<file path="config.mk">
export PLATFORM = sky130hd
export DESIGN_NAME = skeeball_sense_qualifier
export DESIGN_NICKNAME = d
export VERILOG_FILES = /design/src/rtl/skeeball_pkg.sv /design/src/rtl/sense_sync2.sv /design/src/rtl/skeeball_sense_qualifier.sv
export SDC_FILE = /design/constraint.sdc
export NUM_CORES = 1
export LEC_CHECK = 0
export CAP_MARGIN = 20
export CORE_UTILIZATION = 52
export CTS_CLUSTER_DIAMETER = 150
export DETAILED_ROUTE_END_ITERATION = 6
export GPL_ROUTABILITY_DRIVEN = 0
export HOLD_SLACK_MARGIN = 0.1
export PLACE_DENSITY_LB_ADDON = 0.25
export SYNTH_ARGS = -nofsm -noshare
export SYNTH_HDL_FRONTEND = slang
export SYNTH_SLANG_ARGS = --single-unit
export TNS_END_PERCENT = 5
</file>
<file path="constraint.sdc">
create_clock -name clk -period 2.15 [get_ports clk]
set_clock_uncertainty 0.15 [all_clocks]
set_input_delay 0.215 -clock clk [delete_from_list [all_inputs] [get_ports clk]]
set_output_delay 0.215 -clock clk [all_outputs]
set_load 0.02 [all_outputs]
</file>
<file path="src/rtl/skeeball_pkg.sv">
// Shared definitions for the skee-ball sensor front end.
// Holds the qualifier FSM state encoding, default tick counts and count width,
// plus a helper that sizes a counter to hold a given terminal value.
package skeeball_pkg;

   typedef enum logic [2:0] {
      S_IDLE         = 3'd0,
      S_QUALIFY      = 3'd1,
      S_EVENT        = 3'd2,
      S_LOCKOUT      = 3'd3,
      S_WAIT_RELEASE = 3'd4
   } state_t;

   localparam int DEF_DEBOUNCE_TICKS = 3;
   localparam int DEF_LOCKOUT_TICKS  = 5;
   localparam int DEF_STUCK_TICKS    = 50;
   localparam int DEF_CNT_W          = 8;

   // Bits needed for a counter that must reach max_val (max_val >= 1).
   function automatic int cnt_bits(input int max_val);
      return (max_val < 1) ? 1 : $clog2(max_val + 1);
   endfunction

endpackage

</file>
<file path="src/rtl/sense_sync2.sv">
// Purpose: two-flop synchronizer for one asynchronous sensor line.
// Latency: 2 clk from d to q. Backpressure: none, free-running.
// Ports: clk, Reset (async, active-high, clears both flops), d (async in), q (synced out).
module sense_sync2 (
   input  logic clk,
   input  logic Reset,
   input  logic d,
   output logic q
);

   logic meta;

   always_ff @(posedge clk or posedge Reset) begin
      if (Reset) begin
         meta <= 1'b0;
         q    <= 1'b0;
      end else begin
         meta <= d;
         q    <= meta;
      end
   end

endmodule

</file>
<file path="src/rtl/skeeball_sense_qualifier.sv">
// Purpose: debounces one ball-hole sensor into a single-clk event_pulse and a saturating hit count.
// Latency: 2 clk sync, then event_pulse the clk after the DEBOUNCE_TICKS-th high tick.
// Backpressure: none; hits during lockout or while the sensor stays held are ignored.
// Ports: clk, Reset (async, active-high), tick (divider enable), sensor_raw (async sensor),
//        clear (sync clear of event_count and fault), event_pulse, event_count, busy, fault.
// Optional: define SENSE_STUCK_DETECT_EN to enable the sticky stuck-sensor fault; otherwise fault is 0.
module skeeball_sense_qualifier
   import skeeball_pkg::*;
#(
   parameter int DEBOUNCE_TICKS = DEF_DEBOUNCE_TICKS,
   parameter int LOCKOUT_TICKS  = DEF_LOCKOUT_TICKS,
   parameter int CNT_W          = DEF_CNT_W,
   parameter int STUCK_TICKS    = DEF_STUCK_TICKS
) (
   input  logic             clk,
   input  logic             Reset,
   input  logic             tick,
   input  logic             sensor_raw,
   input  logic             clear,
   output logic             event_pulse,
   output logic [CNT_W-1:0] event_count,
   output logic             busy,
   output logic             fault
);

   localparam int DW = cnt_bits(DEBOUNCE_TICKS);
   localparam int LW = cnt_bits(LOCKOUT_TICKS);
   localparam logic [DW-1:0]    DEB_LAST  = DW'(DEBOUNCE_TICKS - 1);
   localparam logic [LW-1:0]    LOCK_LAST = LW'(LOCKOUT_TICKS - 1);
   localparam logic [CNT_W-1:0] CNT_MAX   = '1;

   state_t          state;
   logic [DW-1:0]   dcnt;
   logic [LW-1:0]   lcnt;
   logic            s_sync;
   logic            qual_done;
   logic            lock_done;

   sense_sync2 u_sync (
      .clk   (clk),
      .Reset (Reset),
      .d     (sensor_raw),
      .q     (s_sync)
   );

   // Terminal ticks: the transition fires on the tick itself so the pulse
   // lands exactly one clk after the last qualifying tick.
   assign qual_done = (state == S_QUALIFY) && s_sync && tick && (dcnt == DEB_LAST);
   assign lock_done = (state == S_LOCKOUT) && tick && (lcnt == LOCK_LAST);

   always_ff @(posedge clk or posedge Reset) begin
      if (Reset) begin
         state       <= S_IDLE;
         dcnt        <= '0;
         lcnt        <= '0;
         event_pulse <= 1'b0;
         busy        <= 1'b0;
      end else begin
         event_pulse <= 1'b0;
         case (state)
            S_IDLE: begin
               if (s_sync) begin
                  state <= S_QUALIFY;
                  dcnt  <= '0;
                  busy  <= 1'b1;
               end
            end
            S_QUALIFY: begin
               // A low sample rejects the bounce even on a tick clk.
               if (!s_sync) begin
                  state <= S_IDLE;
                  busy  <= 1'b0;
               end else if (tick) begin
                  dcnt <= dcnt + 1'b1;
                  if (qual_done) begin
                     if (fault) begin
                        state <= S_IDLE;
                        busy  <= 1'b0;
                     end else begin
                        state       <= S_EVENT;
                        event_pulse <= 1'b1;
                     end
                  end
               end
            end
            S_EVENT: begin
               state <= S_LOCKOUT;
               lcnt  <= '0;
            end
            S_LOCKOUT: begin
               if (tick) begin
                  lcnt <= lcnt + 1'b1;
                  if (lock_done) state <= S_WAIT_RELEASE;
               end
            end
            S_WAIT_RELEASE: begin
               if (!s_sync) begin
                  state <= S_IDLE;
                  busy  <= 1'b0;
               end
            end
            default: begin
               state <= S_IDLE;
               busy  <= 1'b0;
            end
         endcase
      end
   end

   // Clear takes effect before the hit, so clear during EVENT leaves 1.
   always_ff @(posedge clk or posedge Reset) begin
      if (Reset) begin
         event_count <= '0;
      end else if (state == S_EVENT) begin
         if (clear)                     event_count <= {{(CNT_W-1){1'b0}}, 1'b1};
         else if (event_count != CNT_MAX) event_count <= event_count + 1'b1;
      end else if (clear) begin
         event_count <= '0;
      end
   end

`ifdef SENSE_STUCK_DETECT_EN
   localparam int SW = cnt_bits(STUCK_TICKS);
   localparam logic [SW-1:0] STUCK_END  = SW'(STUCK_TICKS);
   localparam logic [SW-1:0] STUCK_LAST = SW'(STUCK_TICKS - 1);

   logic [SW-1:0] scnt;
   logic          stuck_inc;

   // scnt saturates at STUCK_TICKS so a long hold cannot wrap and re-arm.
   assign stuck_inc = (state == S_WAIT_RELEASE) && s_sync && tick && (scnt != STUCK_END);

   always_ff @(posedge clk or posedge Reset) begin
      if (Reset) begin
         scnt  <= '0;
         fault <= 1'b0;
      end else begin
         if (lock_done)      scnt <= '0;
         else if (stuck_inc) scnt <= scnt + 1'b1;
         fault <= clear ? 1'b0 : (fault | (stuck_inc && (scnt == STUCK_LAST)));
      end
   end
`else
   assign fault = 1'b0;
`endif

endmodule

</file>
==> results of run 1 <==
==> registers in the layout, summed over array words and instances, names as in the netlist <==
register	cells
event_pulse	1
state	3
dcnt	2
u_sync.q	1
event_count	8
lcnt	3
busy	1
u_sync.meta	1
==> where the power goes <==
group | internal [W] | switching, W | total (W)
clock network | 0.000103 | 0.000118 | 0.000222
logic | 0.000157 | 0.000196 | 0.000353
registers | 0.000444 | 0.0000573 | 0.000501
total | 0.000704 | 0.000372 | 0.00108
==> through the flow <==
stage | hold WS, ns | total power, W | util (%)
2_1_floorplan | 0.0288 | 0.000748 | -
3_3_place_gp | 0.185 | 0.000843 | 63.6
5_1_grt | 0.179 | 0.00115 | 66.0
3_5_place_dp | 0.193 | 0.000858 | 63.6
4_1_cts | 0.187 | 0.00108 | 66.0
6_report | 0.188 | 0.00108 | 66.0
==> routing by layer <==
layer	share of wire, %	track usage [%]	routed length, um
met4	0	7.22	0
met3	2.6	4.91	53
met1	44	24.3	897
met2	54	34.6	1100
met5	0	0	0
==> placed cells by master, fill, tap and decap left out, types with 2 or more instances in the layout <==
| master | synthesis | layout |
|---|---|---|
| and3_1 | 2 | 2 |
| ha_1 | 4 | 4 |
| dfrtp_1 | 20 | 20 |
| nand2b_1 | 3 | 3 |
| buf_4 | 1 | 2 |
| nand2_1 | 6 | 6 |
| and2_1 | 2 | 2 |
| nor2_1 | 7 | 7 |
| a311oi_1 | 2 | 2 |
| nor3_1 | 2 | 2 |
| nand4_1 | 2 | 2 |
| a21oi_1 | 5 | 5 |
| clkbuf_4 | 0 | 3 |
| o21ai_0 | 9 | 9 |
| clkdlybuf4s50_1 | 0 | 14 |
| nor2b_1 | 5 | 5 |
| nand3_1 | 3 | 3 |
| inv_1 | 7 | 7 |
| mux2_1 | 3 | 3 |
==> worst paths after layout <==
path / slack [ns] / start / end / cells after the start
min in group asynchronous: 0.63 / Reset / dcnt[1] / 4
max in group asynchronous: 1.01 / Reset / state[0] / 4
worst min register to register: 0.22 / u_sync.meta / u_sync.q / 0
worst max-delay path: 0.18 / state[2] / event_count[5] / 3
worst max register to register: 0.18 / state[2] / event_count[5] / 3
worst min-delay path: 0.19 / sensor_raw / u_sync.meta / 1
==> area by class of cell <==
| cell class | instances | area, um^2 | share of cell area (%) |
|---|---|---|---|
| clock buffers | 4 | 36.3 | 2.80 |
| inverters | 7 | 26.3 | 2.03 |
| multi-input cells | 78 | 533 | 41.2 |
| flip-flops and latches | 20 | 500 | 38.6 |
| well taps | 27 | 33.8 | 2.61 |
| repair buffers | 17 | 165 | 12.8 |
==> cell families (layout without fill, tap and decap cells) <==
group	after synthesis	after routing	synth area share (%)
other	1	1	0.344
adders and majority gates	5	5	5.51
AOI/OAI and AO/OA	26	26	17.1
DFF	20	20	45.9
buffers and inverters	12	28	5.17
and+or+nand+nor	42	42	21.9
muxes	4	4	4.02
==> critical path, stage by stage, from the launching register on <==
cell and delay, ns:
dfrtp_1 0.45, or3b_1 0.54, a2111oi_4 0.36, mux2_1 0.35
==> results.md, run 1 <==
* Effective utilization at floorplan at 55.5%
* Length of the first detailed-routing pass in iterations at 4
* Largest vdd supply drop at slightly above 600 uV
* Fill cell count at around 170
* Mapped Cells at 110
* Leakage dissipation at 0.539 nW
* Seq/Total Area, Yosys at 45.9%
* Max Clock Freq at 507 MHz
* Most instantiated cells after synthesis: 20 x dfrtp_1, 9 x o21ai_0, 7 x inv_1, 7 x nor2_1, 6 x nand2_1
* Residual DRC count at 0
* Vias per inst at 5.57
* Post-route minimum period at approximately 2 ns
* Worst min-delay path category: in2reg
* Post-detailed-placement cell area at 1250 um^2
* Library cell with the highest instance count after synthesis: dfrtp_1
* Vias in the first global route at 806
* Syn Nets at 119
* Share of the clock period used by the worst path after layout at 91.8%
* Input/output buffers at 14
* Die Y at ~48 um
* Global-route usage over all layers at between 20% and 30%
* Post-CTS repair timing setup buffer count at 0
* RSZ-0062 raised after global routing: false
* Cell taking the most area after synthesis: dfrtp_1
* Largest net degree at the start of global routing at 21
* Count of clock tree sinks at 20
* Number of enable-type register cells in the synthesized netlist at 0
* CTS tree: done
* Final Hold Viols at 0
* Post-synthesis sequential element count at 20
* Ranking of synthesized cells by area: dfrtp_1 46%, ha_1 4.6%, o21ai_0 4.1%, mux2_1 3.1%, nor2b_1 2.9%
* Fraction of synthesis flops using an asynchronous set or reset pin at 100%
* Peak fanout along the critical path at 8
* Share of post-route cells with drive strength above 1 at slightly above 7%
* Max-slew headroom at the worst pin at about 62%
* Status: completed
* Die X-Extent at 47.8 um
* Total number of H-tree levels at 1
* Area Growth Syn to Fin at 18.8%
* Nets at 136
* Pwr Density at 831 nW/um^2
* Site Rows at 16
* Slew at the pin with the worst max-slew slack at 0.561 ns
* Post-cts gate resize count at 0
* Most used DFF post-synth: dfrtp_1
* Post-route worst setup slack at ~0.18 ns
* Share of the synthesized area in the top cell type at 45.9%
* Design area at 1290 um^2
* Clock buffer depth at 2
* Worst slack at placement at slightly below 0.2 ns
* Setup violation total in the final timing report at 0
* Arrival time reported for the critical path endpoint at 2.01 ns
* Vias at 852
* Count of pins on the block boundary at 16
* Endpoint type of the worst setup path: flop
* Number of buffers created by CTS at 3
* Number of antenna violations at the first check in global routing at 0
* First-pass GRT wire length at 3200 um
* Routed wire per std cell at 13.4 um
* Kind of launch point of the worst setup path: flop
* Placed cells at 148
* Clock-pin slew on the worst setup and hold paths at 0.12 ns
* Cell chosen for the clock root: clkbuf_4
* Sum Neg Setup Slack at 0 ns
* Number of antenna repair diodes at 0
* Per-instance average area after synthesis at roughly 10 um^2
* Die Outline Area at 2280 um^2
* Max-Cap Viols at 0
* Wirelength, routed at 2050 um
* Floorplan core area at 1960 um^2
* Starting DRT DRC Count at 18
* Library cells used by synthesis at 42
* Required time at the worst-slack endpoint at 2.19 ns
* Total of warnings raised by yosys at 0
* Post-route non-filler standard cell count at 153
* HPWL after detailed placement at 1510 um
* Global route overflow at 0
* Later-pin clock latency in the skew report at 0.30 ns
* Worst setup path class: reg2reg
* Post-detailed-route count of antenna-violating nets at 0
* Quantity of hold-fixing buffers added after cts at 1
* Final count of pins violating max slew at 0
* Post-synthesis instance area at 1090 um^2
Power figures use the tool's default switching activity.
==> run 2, diff against run 1 <==
Settings changed: CORE_UTILIZATION 52 to 45.
Clock period 2.15 ns to 2.16 ns, I/O delays scaled along.
==> run 2 against run 1 <==
Net effect:
- utilization shrank 7.5 points
- combinational power is essentially flat
- via count grew 2.6%
- maximum frequency shrank 0.14%
- critical path depth is the same
- global-route usage shrank 2.2 points
- critical path type unchanged
- register-to-register slack is essentially flat
- non-clock buffer count grew 1
- clock-buffer cell count shrank 1
- die area grew 15%
==> results.md, run 2 (synthesis results as in run 1) <==
* Input/output buffers at 14 (unchanged)
* Post-detailed-route count of antenna-violating nets at 0 (unchanged)
* Quantity of hold-fixing buffers added after cts at 1 (unchanged)
* Most common cell after layout, fill and taps aside: dfrtp_1
* Required time at the worst-slack endpoint at 2.21 ns (+0.02 ns)
* Max-Cap Viols at 0 (unchanged)
* Post-detailed-placement cell area at 1260 um^2 (+0.70%)
* Number of buffers created by CTS at 3 (unchanged)
* Length of the first detailed-routing pass in iterations at 4 (unchanged)
* Effective utilization at floorplan at 48.3% (-7.2 points)
* Number of antenna violations at the first check in global routing at 0 (unchanged)
* Area Growth Syn to Fin at 21.1%
* Count of clock tree sinks at 20 (unchanged)
* Placed cells at 150 (+1.4%)
* Wirelength, routed at 2040 um (-0.58%)
* Setup violation total in the final timing report at 0 (unchanged)
* Global route overflow at 0 (unchanged)
* CTS tree: done
* Number of antenna repair diodes at 0 (unchanged)
* Die X-Extent at 51.2 um (+7.2%)
* Max Clock Freq at 506 MHz (-0.14%)
* Sum Neg Setup Slack at 0 ns (unchanged)
* Routed wire per std cell at 13.2 um (-1.9%)
* Die Y at 51.2 um (+7.2%)
* Status: completed
* Total power of the final layout at 0.00116 W (+7.8%)
* Floorplan core area at 2250 um^2 (+15%)
* Flip-flop count of the largest register after layout at 8 (unchanged)
* Fill cell count at 217 (+31%)
* First-pass GRT wire length at 3450 um (+7.8%)
* Later-pin clock latency in the skew report at 0.30 ns (about the same)
* Worst min-delay path category: in2reg
* Leakage dissipation at 0.551 nW (+2.3%)
* Peak fanout along the critical path at 8 (unchanged)
* Largest vdd supply drop at 585 uV (-3.0%)
* RSZ-0062 raised after global routing: false
* Nets at 137 (+0.74%)
* Largest registers in the final layout: event_count x8, lcnt x3, state x3
* Final Hold Viols at 0 (unchanged)
* Design area at 1320 um^2 (+1.9%)
* Worst setup path class: reg2reg
* Post-CTS repair timing setup buffer count at 0 (unchanged)
* Kind of launch point of the worst setup path: flop
* Clock buffer depth at 2 (unchanged)
* Post-cts gate resize count at 0 (unchanged)
* Vias at 874 (+2.6%)
* Largest net degree at the start of global routing at 21 (unchanged)
* HPWL after detailed placement at 1530 um (+1.3%)
* Post-route minimum period at 1.98 ns (+0.00281 ns)
* Final standard cell utilization of the core at 58.5% (-7.5 points)
* Pwr Density at 878 nW/um^2 (+5.7%)
* Clock-pin slew on the worst setup and hold paths at 0.12 ns (about the same)
* Starting DRT DRC Count at 15 (-3)
* Top reg by flops: event_count
* Leading cell types in the layout, fill and taps excluded: 20 x dfrtp_1, 14 x clkdlybuf4s50_1, 9 x o21ai_0
* Count of pins on the block boundary at 16 (unchanged)
* R2R Setup Slk at 0.18 ns (about the same)
* Vias in the first global route at 789 (-2.1%)
* Cell chosen for the clock root: clkbuf_4
* Global-route usage over all layers at 17.9% (-2.2 points)
* Number of cells traversed by the worst register-to-register path at 3 (unchanged)
* Die Outline Area at 2620 um^2 (+15%)
* Arrival time reported for the critical path endpoint at 2.03 ns (+0.02 ns)
* Cell depth of the worst hold path at 1 (unchanged)
* Site Rows at 17 (+1)
* Residual DRC count at 0 (unchanged)
* Vias per inst at 5.64 (+1.3%)
* Post-route non-filler standard cell count at 155 (+1.3%)
* Share of post-route cells with drive strength above 1 at 7.87% (+0.73 points)
* Total number of H-tree levels at 1 (unchanged)
* Share of the clock period used by the worst path after layout at 91.5% (-0.30 points)
* Endpoint type of the worst setup path: flop
* Final count of pins violating max slew at 0 (unchanged)
## run 2: report_power, final
part | leakage (nW) | internal (W) | switching [W] | total, W
logic | 0.260 | 0.000162 | 0.000194 | 0.000356
clock network | 0.0279 | 0.000187 | 0.000119 | 0.000306
registers | 0.263 | 0.000442 | 0.0000552 | 0.000497
## run 2: critical path: stages (launching register included)
cell and delay [ns]:
dfrtp_1 0.45, or3b_1 0.55, a2111oi_4 0.38, mux2_1 0.35
## run 2: per-stage QoR
stage,hold WS (ns),worst slack (ns)
after floorplan,0.0298,0.284
after global placement,0.184,0.253
after detailed placement,0.185,0.207
after CTS,0.180,0.199
after global routing,0.190,0.0984
final,0.194,0.184
## run 2: cell type report
class | instances | area [um^2] | area share (%)
clock buffers | 3 | 22.5 | 1.71
flip-flops and latches | 20 | 500 | 37.9
well taps | 28 | 35.0 | 2.65
multi-input cells | 78 | 533 | 40.4
clock inverters | 1 | 30.0 | 2.27
inverters | 7 | 26.3 | 1.99
repair buffers | 18 | 173 | 13.1
## run 2: per-layer routing
metal / up-vias / track usage [%] / routed length (um)
li1: 429 / - / -
met3: 2 / 3.87 / 60
met4: 0 / 5.86 / 9
met1: 427 / 25.6 / 1020
met2: 16 / 27.0 / 955
met5: - / 0 / 0
## run 2: worst paths after layout
path / start / endpoint
min reg2reg: u_sync.meta / u_sync.q
min: sensor_raw / u_sync.meta
max in group asynchronous: Reset / event_count[1]
max: state[2] / event_count[5]
max reg2reg: state[2] / event_count[5]
min in group asynchronous: Reset / event_count[6]
==> run 3, diff against run 2 <==
Settings changed: CAP_MARGIN 20 to unset.
==> results of run 3 <==
No change in the layout: final DEF, timing and power equal those of run 2.
